<file path="src/rtl/inert_pkg.sv">
`default_nettype none
// +---------------------------------------------------------------------------+
// | inert_pkg : shared types and constants for the inertial read sequencer   |
// | Rev 1.0                                                                   |
// +---------------------------------------------------------------------------+
package inert_pkg;

    typedef enum logic [2:0] {
        PWRUP = 3'd0,
        INIT  = 3'd1,
        IDLE  = 3'd2,
        RD    = 3'd3,
        LAST  = 3'd4
    } state_t;

    localparam int          N_INIT             = 4;
    localparam logic [15:0] INIT_CMDS [N_INIT] = '{16'h0D02, 16'h1062, 16'h1162, 16'h1460};
    localparam logic        RD_FLAG            = 1'b1;
    localparam int          K_W                = 4;

    // Index N_INIT (config exhausted) yields a null command word.
    function automatic logic [15:0] init_cmd(input logic [2:0] idx);
        return (idx < 3'(N_INIT)) ? INIT_CMDS[idx[1:0]] : 16'h0000;
    endfunction

endpackage
`default_nettype wire

</file>
<file path="src/rtl/inert_rd_seq_int_sync.sv">
`default_nettype none
// +---------------------------------------------------------------------------+
// | int_sync : two-flop synchroniser for the sensor data-ready line          |
// | Rev 1.0                                                                   |
// +---------------------------------------------------------------------------+
module int_sync (
    input  logic clk,
    input  logic rst,
    input  logic i_async,
    output logic o_sync
);

    logic r_meta;
    logic r_sync;

    always_ff @(posedge clk) begin
        if (rst) begin
            r_meta <= 1'b0;
            r_sync <= 1'b0;
        end else begin
            r_meta <= i_async;
            r_sync <= r_meta;
        end
    end

    assign o_sync = r_sync;

endmodule
`default_nettype wire

</file>
<file path="src/rtl/inert_rd_seq.sv">
`default_nettype none
// +---------------------------------------------------------------------------+
// | inert_rd_seq : configures an inertial sensor over SPI, then burst-reads  |
// | NUM_CH 16-bit channels per data-ready event. Rev 1.0                      |
// +---------------------------------------------------------------------------+
module inert_rd_seq
    import inert_pkg::*;
#(
    parameter bit         FAST_SIM  = 1'b1,
    parameter int         NUM_CH    = 5,
    parameter logic [6:0] BASE_ADDR = 7'h22,
    parameter bit         POLL      = 1'b0,
    parameter int         POLL_CYC  = 2400,
    parameter int         TMO_CYC   = 1 << 20
) (
    input  logic                  clk,
    input  logic                  rst,
    input  logic                  INT,
    input  logic                  spi_done,
    input  logic [15:0]           spi_rd_data,
    output logic                  spi_wrt,
    output logic [15:0]           spi_cmd,
    output logic [16*NUM_CH-1:0]  data,
    output logic                  vld,
    output logic                  init_done,
    output logic                  int_tmo
);

    localparam int             N_BYTES = 2 * NUM_CH;
    localparam logic [K_W-1:0] K_LAST  = K_W'(N_BYTES - 1);
    localparam int             TW      = (TMO_CYC > 1) ? $clog2(TMO_CYC) : 1;
    localparam int             PW      = (POLL_CYC > 1) ? $clog2(POLL_CYC) : 1;
    localparam int             PWR_W   = FAST_SIM ? 9 : 17;

    state_t                      r_state;
    state_t                      w_next;
    logic [PWR_W-1:0]            r_pwr;
    logic [2:0]                  r_idx;
    logic [K_W-1:0]              r_k;
    logic [TW-1:0]               r_tmo;
    logic [8*(N_BYTES-1)-1:0]    r_shadow;
    logic [16*NUM_CH-1:0]        r_data;
    logic                        r_vld;
    logic                        r_init_done;
    logic                        r_int_tmo;

    logic                        w_int_s;
    logic                        w_poll_req;
    logic                        w_start;
    logic                        w_pwr_done;
    logic                        w_init_last;
    logic                        w_tmo_fire;
    logic                        w_issue;
    logic [6:0]                  w_addr;

    int_sync u_int_sync (
        .clk     (clk),
        .rst     (rst),
        .i_async (INT),
        .o_sync  (w_int_s)
    );

    // Poll requests raised while a burst is in flight are held until IDLE.
    generate
        if (POLL) begin : g_poll
            logic [PW-1:0] r_poll_cnt;
            logic          r_poll_req;

            always_ff @(posedge clk) begin
                if (rst) begin
                    r_poll_cnt <= '0;
                    r_poll_req <= 1'b0;
                end else if (r_poll_cnt == PW'(POLL_CYC - 1)) begin
                    r_poll_cnt <= '0;
                    r_poll_req <= 1'b1;
                end else begin
                    r_poll_cnt <= r_poll_cnt + 1'b1;
                    if (r_state == IDLE) begin
                        r_poll_req <= 1'b0;
                    end
                end
            end

            assign w_poll_req = r_poll_req;
        end else begin : g_no_poll
            assign w_poll_req = 1'b0;
        end
    endgenerate

    assign w_start     = POLL ? w_poll_req : w_int_s;
    assign w_pwr_done  = &r_pwr;
    assign w_init_last = (r_state == INIT) && (r_idx == 3'(N_INIT)) && spi_done;
    assign w_tmo_fire  = !POLL && (r_state == IDLE) && !w_start && (r_tmo == TW'(TMO_CYC - 1));
    assign w_addr      = BASE_ADDR + 7'(r_k);
    assign w_issue     = spi_wrt;

    always_ff @(posedge clk) begin
        if (rst) begin
            r_state <= PWRUP;
        end else begin
            r_state <= w_next;
        end
    end

    always_comb begin
        w_next = r_state;
        case (r_state)
            PWRUP:   if (w_pwr_done) w_next = INIT;
            INIT:    if (w_init_last) w_next = IDLE;
            IDLE: begin
                if (w_start) begin
                    w_next = RD;
                end else if (w_tmo_fire) begin
                    w_next = INIT;
                end
            end
            RD:      if (w_issue && (r_k == K_LAST)) w_next = LAST;
            LAST:    if (spi_done) w_next = IDLE;
            default: w_next = PWRUP;
        endcase
    end

    // The first read byte goes out unconditionally; the link is idle on entry from IDLE.
    always_comb begin
        spi_wrt = 1'b0;
        spi_cmd = 16'h0000;
        case (r_state)
            INIT: begin
                spi_cmd = init_cmd(r_idx);
                spi_wrt = spi_done && (r_idx < 3'(N_INIT));
            end
            RD: begin
                spi_cmd = {RD_FLAG, w_addr, 8'h00};
                spi_wrt = (r_k == '0) || spi_done;
            end
            default: ;
        endcase
    end

    always_ff @(posedge clk) begin
        if (rst) begin
            r_pwr       <= '0;
            r_idx       <= '0;
            r_k         <= '0;
            r_tmo       <= '0;
            r_shadow    <= '0;
            r_data      <= '0;
            r_vld       <= 1'b0;
            r_init_done <= 1'b0;
            r_int_tmo   <= 1'b0;
        end else begin
            r_vld <= 1'b0;
            r_pwr <= ((r_state == PWRUP) && !w_pwr_done) ? r_pwr + 1'b1 : '0;
            r_tmo <= (!POLL && (r_state == IDLE) && !w_start && !w_tmo_fire) ? r_tmo + 1'b1 : '0;

            if (r_state != INIT) begin
                r_idx <= '0;
            end else if (w_issue) begin
                r_idx <= r_idx + 1'b1;
            end

            if (r_state != RD) begin
                r_k <= '0;
            end else if (w_issue) begin
                r_k <= r_k + 1'b1;
            end

            // Each issue returns the byte requested by the previous one.
            for (int b = 0; b < N_BYTES - 1; b++) begin
                if ((r_state == RD) && w_issue && (r_k == K_W'(b + 1))) begin
                    r_shadow[8*b +: 8] <= spi_rd_data[7:0];
                end
            end

            if ((r_state == LAST) && spi_done) begin
                r_data    <= {spi_rd_data[7:0], r_shadow};
                r_vld     <= 1'b1;
                r_int_tmo <= 1'b0;
            end

            if (w_init_last) begin
                r_init_done <= 1'b1;
            end

            if (w_tmo_fire) begin
                r_int_tmo   <= 1'b1;
                r_init_done <= 1'b0;
            end
        end
    end

    always_ff @(posedge clk) begin
        if (!rst) begin
            assert (NUM_CH >= 1 && NUM_CH <= 8)
            else $error("inert_rd_seq: NUM_CH must lie in 1..8");
        end
    end

    assign data      = r_data;
    assign vld       = r_vld;
    assign init_done = r_init_done;
    assign int_tmo   = r_int_tmo;

endmodule
`default_nettype wire
</file>
<file path="config.mk">
export PLATFORM = sky130hd
export DESIGN_NAME = inert_rd_seq
export DESIGN_NICKNAME = d
export VERILOG_FILES = /design/src/rtl/inert_pkg.sv /design/src/rtl/inert_rd_seq_int_sync.sv /design/src/rtl/inert_rd_seq.sv
export SDC_FILE = /design/constraint.sdc
export NUM_CORES = 1
export LEC_CHECK = 0
export BUFFER_PORTS_ARGS = -buffer_cell sky130_fd_sc_hd__buf_2
export CORE_ASPECT_RATIO = 0.75
export CORE_UTILIZATION = 40
export DETAILED_ROUTE_END_ITERATION = 16
export PLACE_DENSITY_LB_ADDON = 0.1
export SLEW_MARGIN = 20
export SYNTH_ARGS = -nofsm -noshare
export SYNTH_HDL_FRONTEND = slang
export SYNTH_SLANG_ARGS = --single-unit
</file>
<file path="constraint.sdc">
create_clock -name clk -period 5.2 [get_ports clk]
set_input_delay 0.52 -clock clk [delete_from_list [all_inputs] [get_ports clk]]
set_output_delay 0.52 -clock clk [all_outputs]
set_load 0.02 [all_outputs]
</file>
# Word level (Yosys, flattened, before mapping)

Index checks and enable logic that the tools add are counted.

Input port bits: 20
Bits in registers: 196
Output and inout port bits: 100

Bitwise gates (word level): 3
Add/sub/neg operators: 5
Mux-type cells: 16
Equality and inequality tests: 22
Reduce and logical (&&, ||, !) cells: 33
Order comparisons: 2

Operators with widths:

| kind                                                                    | number |
|---|---|
| 16-bit two-way mux                                                      | 3 |
| 16-bit binary-select mux with 2-bit select                              | 1 |
| 16-bit case mux with 2 select lines                                     | 1 |
| 20-bit by 1-bit adder with 20-bit output, second input constant         | 1 |
| 20-bit == test, second input constant                                   | 1 |
| 1-bit logical AND                                                       | 19 |
| 3-bit two-way mux                                                       | 6 |
| 4-bit by 3-bit == test with 1-bit output, second input constant         | 4 |
| 3-bit case mux with 5 select lines                                      | 1 |
| 2-bit OR reduction                                                      | 5 |
| 9-bit by 1-bit adder with 9-bit output, second input constant           | 1 |
| 9-bit AND reduction                                                     | 1 |
| 4-bit by 2-bit == test with 1-bit output, second input constant         | 2 |
| 4-bit == test, second input constant                                    | 2 |
| 2-bit inequality test, second input constant                            | 4 |
| 6-bit by 4-bit adder with 7-bit output, first input constant            | 1 |
| 3-bit by 2-bit == test with 1-bit output, second input constant         | 2 |
| 3-bit == test, second input constant                                    | 2 |
| 3-bit by 2-bit inequality test with 1-bit output, second input constant | 2 |
| 5-bit AND reduction                                                     | 1 |
| 4-bit by 1-bit adder with 4-bit output, second input constant           | 1 |
| 4-bit by 1-bit == test with 1-bit output, second input constant         | 1 |
| 4-bit zero test                                                         | 1 |
| 3-bit by 1-bit adder with 3-bit output, second input constant           | 1 |
| other kinds (12)                                                        | 17 |

# Longest topological paths before layout

Gate-level depths: netlist of run 1.

Depth in word-level cells: 7
Depth in mapped cells: 8

# By module

Synthesis of run 1 repeated with hierarchy kept, for this count alone.

Cells, all modules: 877
Area total of the unflattened synthesis: 7,754.9 um^2

By module, submodules not included:

| module       | cells each | sequential area each (um^2) | instances | area each (um^2) |
|---|---|---|---|---|
| inert_rd_seq | 873        | 3,883.7                     | 1         | 7,702.4 |
| int_sync     | 4          | 40.0                        | 1         | 52.6 |

# Worst setup path after synthesis of run 1

OpenSTA, ideal clock, no wires.

Path type: reg2out
Start point: register r_state[2]
End point: output spi_cmd[12]
Data required time: 4.680 ns
Slack: 2.952 ns
Arrival time: 1.728 ns
Stages on the path, launching flop included: 5
Cell sequence: dfxtp_1 > buf_2 > or4b_2 > nor2_1 > a41o_1

Word-level cells in the longest chain between the ends: 2
Elaborated cells on any way between the ends: 3

RTL lines:

| what                                                                                                        | RTL line            | source |
|---|---|---|
| start: declaration                                                                                          | inert_rd_seq.sv:35  | `state_t r_state;` |
| start signal: assignment                                                                                    | inert_rd_seq.sv:101 | `r_state <= w_next;` |
| 3-bit by 2-bit == test with 1-bit output / 3-bit by 1-bit == test with 1-bit output (equally long branches) | inert_rd_seq.sv:127 | `case (r_state)` |
| 16-bit case mux with 2 select lines *                                                                       | inert_rd_seq.sv:127 |  |
| end: declaration                                                                                            | inert_rd_seq.sv:22  | `output logic [15:0] spi_cmd,` |

Mark *: on every way between the ends. The rest lies on a longest branch, timed or not.

# Worst setup path after layout of run 1

Start point: register r_state[0]
End point: output spi_wrt

Word-level cells in the longest chain between the ends: 2
Elaborated cells on any way between the ends: 3

RTL lines:

| what                                                                                                        | RTL line            | source |
|---|---|---|
| 3-bit by 2-bit == test with 1-bit output / 3-bit by 1-bit == test with 1-bit output (equally long branches) | inert_rd_seq.sv:127 |  |
| 1-bit case mux with 2 select lines *                                                                        | inert_rd_seq.sv:127 |  |
| end: declaration                                                                                            | inert_rd_seq.sv:21  | `output logic spi_wrt,` |

Marks and branches as above.

==> summary.txt, run 1 <==
Setup path
  – Critical-path cell list: and3b_1, o21ai_0, nand2_1, buf_2
  – WP data arrival: roughly 2.7 ns
  – Worst path buffer plus inverter count: 1
  – CP top delay family: simple AND/OR/NAND/NOR gates
  – Kind of end point of the critical path: output pin
  – Worst path max stage delay: about 0.79 ns
  – CP required: 4.68 ns
  – Slowest CP cell: and3b_1
  – Crit path kind: register to output pin
  – Max FO, Critical Path: 21
  – Startpoint types: register

Place
  – I/O Buffers: between 100 and 150
  – Area post-placement: between 8000 and 9000 um2
  – Dpl hpwl: between 10000 and 15000 um
  – Pre-CTS WS: approximately 2.4 ns
  – GPL Wtd Cong: 0.782
  – Dpl cells: 1162

Synth
  – Post-Synth Adder-Cell Area: 0.0212
  – Synthesized area: 7670 um2
  – Synth Area in Compound Gates: 0.0912
  – Number of synthesized flops with an enable pin: 0
  – Post-synthesis register bit count: just under 200
  – Main combinational cell family by area after synthesis: simple AND/OR/NAND/NOR gates
  – Sequential area share after synthesis: 0.512
  – Synth Area in Simple Gates: 0.211
  – Synthesized instance count: ~870
  – Unique masters post-synth: 51
  – Synth Area in XOR/XNOR: 0.0217
  – Ys async rst share: 0
  – Yosys warning total: 0
  – Avg Synthesized Cell Area: about 8.8 um2
  – Mux contribution to synthesized area: 0.0969
  – Main flop type after synthesis: dfxtp_1

STA
  – Fin Clk Skew: around 0.0084 ns
  – Period minus WS final: 3.26 ns
  – RSZ-0062 raised after global routing: false
  – Final Setup Violations: 0
  – Max-slew headroom: 0.280
  – Worst Slack Setup Final: roughly 1.9 ns
  – Final Cycle Share: 0.627
  – Slew @ Worst Pin: about 1.1 ns
  – Final hold vios: 0
  – WHS: 0.298 ns
  – Final setup TNS: 0 ns
  – Max Fclk: ~310 MHz
  – Final slew viol count: 0

Die
  – Initial Utilization: 0.412
  – Number of top-level pins: 120
  – Die area: a little under 20000 um2
  – Total core area: 18600 um2
  – FP Rows: 43
  – Die Span Y: between 100 and 150 um
  – Die W: 162 um

Min path
  – Hold Path Class: input pin to register

Layout
  – Share of cells above drive strength 1: 0.169
  – Final instance area: a little under 9000 um2
  – ANT cells: 0
  – Fin nets: between 900 and 1000
  – Syn-to-layout area delta: 14.9%
  – Finished Core Util: 0.473
  – Finished Layout Cells: ~1200

Drt
  – 1st-iter DRT viols: ~460
  – Per-cell routed wire length: roughly 15 um
  – Via count: 5819
  – 1st-pass router iterations: 4
  – DRC violations left: 0
  – Drt total wl: between 15000 and 20000 um
  – Drt via density: 4.88
  – Post-DRT Antenna Nets: 0

Status
  – Status: complete, no violations

Pwr
  – Leakage power: 3.76 nW
  – Worst VDD drop: approximately 0.00015 V
  – Final Power: 2.76 mW
  – PD cells: 314 nW/um2

Global route
  – Largest net degree at the start of global routing: 105
  – Total Routing Usage GR: 0.186
  – Vias in the first global route: roughly 5300
  – Initial antenna violation count: 0
  – First-pass GRT wire length: around 28000 um
  – Global route overflow: 0

Job
  – Max Cap Violations: 0

Clock network
  – Clock latency on the worst-skew pair: around 0.43 ns
  – Htree depth: 4
  – Hold-fix buffers at CTS: 0
  – CTS sink count: around 200
  – Cts bufs inserted: 17
  – CTS tree: done
  – Root buffer cell: clkbuf_16
  – Setup Fix Bufs, Post-CTS: 0
  – Clk buf depth: 2
  – CTS clock-pin slew for the worst setup and hold paths: 0.07 ns
  – # resized after CTS: 0
-- area by class of cell --
type / instances / area [um2]
flip-flops and latches: 196 / 3920
well taps: 247 / 309
multi-input cells: 598 / 3440
repair buffers: 109 / 558
inverters: 12 / 45.0
clock buffers: 24 / 482
fillers: 1867 / 9810
clock inverters: 7 / 47.5
-- sequential cells by signal, summed over array words and instances (netlist names) --
signal             count
vld                    1
r_shadow              72
r_pwr                  9
init_done              1
u_int_sync.r_meta      1
int_tmo                1
r_state                3
data                  80
r_k                    4
u_int_sync.o_sync      1
r_idx                  3
r_tmo                 20
-- synthesized netlist by cell type (all sizes together), types with 2 or more instances --
master     n  area share
a21oi     92       0.061
mux2       2      0.0029
inv       12      0.0059
o31ai      2      0.0020
o2111ai    3      0.0059
nand3     26       0.022
a211oi     2      0.0020
buf       29       0.022
xnor2     12       0.014
and2       3      0.0024
or2        2      0.0016
a31oi      2      0.0016
nand4      3      0.0033
xor2       7      0.0080
mux2i     72       0.094
nor3       8      0.0052
nor2     104       0.051
or3        6      0.0062
o211ai     2      0.0020
nor3b      3      0.0036
o21a       3      0.0029
and3      15       0.012
nand2    177       0.087
dfxtp    196        0.51
clkbuf    38       0.019
ha        13       0.021
nor2b      2      0.0016
nor4       4      0.0033
and3b      2      0.0023
o21ai     13      0.0085
-- routing by layer --
metal	share of wire	track usage
met4	0.015	0.0713
met1	0.53	0.268
met5	0	0
met3	0.041	0.0371
met2	0.42	0.273
-- power by group --
| group | total (mW) | internal [mW] | switching, mW |
|---|---|---|---|
| sequential | 1.50 | 1.50 | 0.00163 |
| combinational | 0.0536 | 0.00838 | 0.0452 |
| clock | 1.21 | 0.649 | 0.557 |
-- final timing paths --
| path | from | endpoint | slack [ns] | depth (start not counted) |
|---|---|---|---|---|
| worst max register to register | r_state[0]$_SDFFE_PP0P_ | r_shadow[70]$_SDFFE_PP0P_ | 2.61 | 4 |
| worst max-delay path | r_state[0]$_SDFFE_PP0P_ | spi_wrt | 1.94 | 4 |
| worst min register to register | r_pwr[0]$_SDFF_PP0_ | r_pwr[0]$_SDFF_PP0_ | 0.44 | 1 |
| worst min-delay path | INT | u_int_sync.r_meta$_SDFF_PP0_ | 0.30 | 2 |
-- placed cells by master, fill, tap and decap left out, types with 3 or more instances in the layout --
cell type / synthesis / routed
inv_1: 12 / 12
xnor2_1: 12 / 12
nor2_1: 104 / 104
nand2_1: 177 / 177
buf_2: 12 / 104
o21a_1: 3 / 3
buf_4: 11 / 5
a21oi_1: 91 / 91
clkbuf_1: 38 / 4
clkbuf_8: 0 / 3
and3_1: 15 / 15
nor3_1: 8 / 8
o21ai_0: 13 / 13
o2111ai_2: 3 / 3
conb_1: 1 / 6
dfxtp_1: 196 / 196
or3_1: 4 / 4
clkinv_2: 0 / 3
clkbuf_16: 0 / 17
nor4_1: 4 / 4
nand3_2: 7 / 7
nand3_1: 19 / 19
ha_1: 13 / 13
mux2i_1: 72 / 72
xor2_1: 7 / 7
-- worst register-to-register path: cells and delay by family (launching register included) --
| kind | cells | cell delay [ns] |
|---|---|---|
| multiplexers | 1 | 0.26 |
| flip-flops | 1 | 0.71 |
| AND/OR/NAND/NOR | 3 | 1.48 |
-- logic make-up (layout without fill, tap and decap cells) --
group	Yosys count	after routing
AOI/OAI and AO/OA	124	124
other	1	6
and+or+nand+nor	362	362
xor gates and xnor gates	19	19
DFF	196	196
buffers and inverters	79	152
muxes	74	74
adders and majority gates	13	13
Note: power is estimated with default switching activity, not from simulation.
==> inputs of run 2 (changes only) <==
==> constraint.sdc (replaced) <==
create_clock -name clk -period 2.8 [get_ports clk]
set_input_delay 0.28 -clock clk [delete_from_list [all_inputs] [get_ports clk]]
set_output_delay 0.28 -clock clk [all_outputs]
set_load 0.02 [all_outputs]
==> run 2 against run 1 <==
Against the previous run:
- combinational power increased by 90%
- clock skew rose by 0.0026 ns
- final cell count rose by 0.42%
- routed wire length grew 0.70%
- worst hold slack got worse by 0.23 ns
- first-iteration DRC count is 1.1% higher
- via count rose by 1.7%
- power rose by 110%
==> summary.txt, run 2 (synthesized netlist as in run 1, its figures left out) <==
Pwr
  – PD cells: 633 nW/um2 (+100%)
  – Final Power: 5.72 mW (+110%)
  – Leakage power: 3.87 nW (+3.0%)
  – Worst VDD drop: 0.000309 V (+110%)

Die
  – Die Span Y: 122 um (unchanged)
  – Total core area: 18600 um2 (unchanged)
  – Initial Utilization: 0.412 (unchanged)
  – Number of top-level pins: 120 (unchanged)
  – Die W: 162 um (unchanged)
  – Die area: 19700 um2 (unchanged)
  – FP Rows: 43 (unchanged)

Clock network
  – Htree depth: 4 (unchanged)
  – CTS tree: done
  – Cts bufs inserted: 17 (unchanged)
  – CTS clock-pin slew for the worst setup and hold paths: 0.07 ns (about the same)
  – CTS sink count: 196 (unchanged)
  – Hold-fix buffers at CTS: 0 (unchanged)
  – Clock latency on the worst-skew pair: 0.43 ns (about the same)
  – Root buffer cell: clkbuf_16
  – Clk buf depth: 2 (unchanged)

Layout
  – Share of cells above drive strength 1: 0.177 (+0.00752)
  – Max FFs per register: 80 (unchanged)
  – Final instance area: 9030 um2 (+2.6%)
  – Syn-to-layout area delta: 17.8%
  – ANT cells: 0 (unchanged)
  – Most common cell after layout, fill and taps aside: dfxtp_1
  – Fin nets: 971 (+0.41%)
  – Most frequent cells in the layout: dfxtp_1, nand2_1, nor2_1, buf_2, a21oi_1
  – Finished Core Util: 0.485 (+0.0122)

Setup path
  – WP data arrival: 2.17 ns (-0.57 ns)
  – Crit path kind: register to output pin
  – Startpoint types: register
  – CP required: 2.52 ns (-2.16 ns)
  – Kind of end point of the critical path: output pin
  – Max FO, Critical Path: 6 (-71%)

Drt
  – Drt via density: 4.94 (+1.3%)
  – Drt total wl: 17800 um (+0.70%)
  – Via count: 5917 (+1.7%)
  – 1st-pass router iterations: 5 (+1)
  – Post-DRT Antenna Nets: 0 (unchanged)
  – DRC violations left: 0 (unchanged)
  – 1st-iter DRT viols: 467 (+1.1%)
  – Per-cell routed wire length: 14.9 um (+0.28%)

STA
  – Max-slew headroom: 0.523 (+0.243)
  – Fin Clk Skew: 0.0110 ns (+0.00260 ns)
  – WHS: 0.0692 ns (-0.229 ns)
  – Final hold vios: 0 (unchanged)
  – Final setup TNS: 0 ns (unchanged)
  – Max Fclk: between 400 and 500 MHz
  – Slew @ Worst Pin: 0.715 ns (-0.365 ns)
  – Final slew viol count: 0 (unchanged)
  – Final Setup Violations: 0 (unchanged)
  – Period minus WS final: 2.45 ns
  – RSZ-0062 raised after global routing: false
  – Final Cycle Share: 0.875

Place
  – Area post-placement: 8340 um2 (+0.82%)
  – Dpl hpwl: 11100 um (+0.35%)
  – I/O Buffers: 105 (unchanged)
  – GPL Wtd Cong: 0.758 (-3.1%)

Status
  – Status: complete, no violations

Global route
  – Largest net degree at the start of global routing: 160 (+52%)
  – Vias in the first global route: 5289 (+0.19%)
  – Global route overflow: 0 (unchanged)
  – First-pass GRT wire length: 28500 um (+0.19%)
  – Initial antenna violation count: 0 (unchanged)
  – Total Routing Usage GR: 0.185 (-0.000930)

Min path
  – Hold Path Class: input pin to register

Job
  – Max Cap Violations: 0 (unchanged)
==> run 2: worst paths after layout <==
kind                                                start                           end  slack, ns  cells after the start
worst max register to register        r_tmo[0]$_SDFF_PP0_           r_tmo[7]$_SDFF_PP0_       0.73                      6
worst min-delay path                                  INT  u_int_sync.r_meta$_SDFF_PP0_       0.07                      2
worst max-delay path                  r_k[0]$_SDFFE_PP0P_                       spi_wrt       0.35                      6
worst min register to register  r_shadow[60]$_SDFFE_PP0P_         data[60]$_SDFFE_PP0P_       0.44                      2
==> run 2: per-layer routing <==
layer,wire (um),global-route usage,vias up
li1,-,-,3013
met1,9230,0.266,2767
met2,7410,0.270,119
met3,950,0.0470,18
met4,206,0.0590,0
met5,0,0,-
==> run 2: layout make-up <==
cell class	instances	area, um2
fill	1882	9580
clock buffer	21	470
multi-input combinational	598	3440
sequential	196	3920
clock inverter	11	219
tap	247	309
inverter	12	45.0
timing repair buffer	113	626
==> run 2: through the flow <==
step           instances  setup slack (ns)
2_1_floorplan        873             0.792
3_3_place_gp        1166             0.625
3_5_place_dp        1166             0.601
4_1_cts             1198             0.128
5_1_grt             1198             0.143
6_report            1198             0.350
==> run 2: worst max-delay path, stage by stage (launching register included) <==
cell,delay [ns]
dfxtp_1,0.44
inv_1,0.11
ha_1,0.32
nor3b_1,0.19
o21ai_1,0.41
nand2_1,0.10
buf_2,0.17
==> run 2: timing repair <==
item	4_1_cts	5_1_grt
setup endpoints to repair	0	1
resized for setup	0	1
buffers inserted	0	0
==> run 2: power breakdown <==
part	total, mW	switching [mW]	internal (mW)
clock network	2.82	1.07	1.75
registers	2.79	0.00329	2.79
logic	0.102	0.0842	0.0177
total	5.72	1.16	4.56
==> inputs of run 3 (changes only) <==
==> constraint.sdc (replaced) <==
create_clock -name clk -period 2.8 [get_ports clk]
set_input_delay 0.28 -clock clk [delete_from_list [all_inputs] [get_ports clk]]
set_output_delay 0.28 -clock clk [all_outputs]
set_load 0.1 [all_outputs]
==> run 3 against run 2 <==
Against the previous run:
- final cell count increased by 0.17%
- first-iteration DRC count fell by 15%
- register-to-register slack worse by 0.20 ns
- flip-flop and latch count stayed put
- clock-buffer cell count decreased by 2
- sequential power hardly changed
- non-clock buffer count increased by 2
- clock power down 8.9%
- largest cell class unchanged
==> summary.txt, run 3 (synthesized netlist as in run 1, its figures left out) <==
Status
  – Status: complete, no violations

Layout
  – Fin nets: 973 (+0.21%)
  – Most frequent cells in the layout: dfxtp_1, nand2_1, nor2_1, buf_2, a21oi_1
  – Max FFs per register: 80 (unchanged)
  – Share of cells above drive strength 1: 0.180 (+0.00383)
  – Finished Core Util: 0.483 (-0.00175)
  – Final instance area: 9000 um2 (-0.36%)
  – ANT cells: 0 (unchanged)
  – Syn-to-layout area delta: 17.4%
  – Most common cell after layout, fill and taps aside: dfxtp_1
  – Finished Layout Cells: 1200 (+0.17%)

Place
  – Dpl hpwl: 11200 um (+1.2%)
  – GPL Wtd Cong: 0.765 (+1.0%)
  – I/O Buffers: 105 (unchanged)
  – Dpl cells: 1168 (+0.17%)
  – Pre-CTS WS: 0.526 ns (-0.0749 ns)
  – Area post-placement: 8380 um2 (+0.39%)

STA
  – Worst Slack Setup Final: 0.223 ns (-0.128 ns)
  – Slew @ Worst Pin: 0.683 ns (-0.0322 ns)
  – Final slew viol count: 0 (unchanged)
  – RSZ-0062 raised after global routing: false
  – Fin Clk Skew: 0.00921 ns (-0.00176 ns)
  – Final Cycle Share: 0.921 (+0.0457)
  – Final Setup Violations: 0 (unchanged)
  – Final hold vios: 0 (unchanged)
  – Max Fclk: 388 MHz (-5.0%)
  – Period minus WS final: 2.58 ns (+0.128 ns)
  – Max-slew headroom: 0.544 (+0.0214)

Global route
  – Vias in the first global route: 5224 (-1.2%)
  – Initial antenna violation count: 0 (unchanged)
  – GR Util met3: 0.0436 (-0.00340)
  – Total Routing Usage GR: 0.185 (-0.000534)
  – First-pass GRT wire length: 28200 um (-0.85%)
  – Largest net degree at the start of global routing: 127 (-21%)
  – M1 GR Usage: 0.276 (+0.00932)
  – Global route hottest layer: met1
  – Global route overflow: 0 (unchanged)
  – GR Layer Usage met2: 0.258 (-0.0121)

Setup path
  – WP data arrival: 2.30 ns (+0.13 ns)
  – Kind of end point of the critical path: output pin
  – Slowest CP cell: or4b_2
  – Reg2reg start: r_state[1]$_SDFFE_PP0P_
  – Crit path kind: register to output pin
  – Startpoint types: register
  – CP required: 2.52 ns (about the same)
  – Max FO, Critical Path: 12 (+6)
  – CP top delay family: simple AND/OR/NAND/NOR gates
  – Worst path max stage delay: 0.74 ns (+0.30 ns)
  – Worst path buffer plus inverter count: 1 (-1)
  – Crit. Startpoint: r_state[2]$_SDFFE_PP0P_
  – Critical-path cell list: or4b_2, nor2_2, a41o_1, buf_2

Clock network
  – Htree depth: 4 (unchanged)
  – CTS clock-pin slew for the worst setup and hold paths: 0.07 ns (about the same)
  – CTS tree: done
  – Hold-fix buffers at CTS: 0 (unchanged)
  – Setup Fix Bufs, Post-CTS: 0 (unchanged)
  – Clock latency on the worst-skew pair: 0.43 ns (about the same)
  – CTS sink count: 196 (unchanged)
  – Root buffer cell: clkbuf_16
  – Cts bufs inserted: 17 (unchanged)
  – Clk buf depth: 2 (unchanged)
  – # resized after CTS: 0 (unchanged)

Die
  – Initial Utilization: 0.412 (unchanged)
  – Die Span Y: 122 um (unchanged)
  – Die area: 19700 um2 (unchanged)
  – FP Rows: 43 (unchanged)
  – Number of top-level pins: 120 (unchanged)
  – Total core area: 18600 um2 (unchanged)
  – Die W: 162 um (unchanged)

Drt
  – DRC violations left: 0 (unchanged)
  – Per-cell routed wire length: 14.7 um (-1.0%)
  – Post-DRT Antenna Nets: 0 (unchanged)
  – Via count: 5924 (+0.12%)
  – 1st-iter DRT viols: 399 (-15%)
  – 1st-pass router iterations: 4 (-1)
  – Drt via density: 4.94 (about the same)
  – Drt total wl: 17600 um (-0.87%)

Job
  – Max Cap Violations: 0 (unchanged)

Pwr
  – Leakage power: 3.85 nW (-0.43%)
  – PD cells: 610 nW/um2 (-3.6%)
  – Worst VDD drop: 0.000384 V (+24%)

Min path
  – Hold Path Class: input pin to register
  – Hold Crit Start: INT
[run 3: per-stage QoR]
stage                     hold WS (ns)  total power [mW]  TNS, ns
after floorplan                  0.408              2.96   -0.242
after global placement           0.428              2.99        0
after detailed placement         0.439              2.99        0
after CTS                       0.0740              5.56        0
after global routing            0.0863              5.70        0
final                           0.0798              5.49        0
[run 3: area by class of cell]
cell class              count  area (um2)
clock inverters            13         171
clock buffers              19         453
repair buffers            115         656
multi-input cells         598        3440
fillers                  1882        9620
flip-flops and latches    196        3920
inverters                  12        45.0
well taps                 247         309
[run 3: final timing paths]
check                                               endpoint  slack (ns)  cells after the start
worst max-delay path                             spi_cmd[12]        0.22                      4
worst min-delay path            u_int_sync.r_meta$_SDFF_PP0_        0.08                      2
worst max register to register     r_shadow[70]$_SDFFE_PP0P_        0.53                      5
worst min register to register  u_int_sync.o_sync$_SDFF_PP0_        0.44                      1
[run 3: layer usage]
metal,part of all wire,vias up
met1,0.52,2783
li1,-,3016
met2,0.42,108
met3,0.044,17
met5,0,-
met4,0.011,0
[run 3: power breakdown]
group | leakage, nW | internal [mW] | switching [mW]
logic | 1.96 | 0.0177 | 0.113
clock network | 0.312 | 1.47 | 1.10
registers | 1.58 | 2.79 | 0.00344
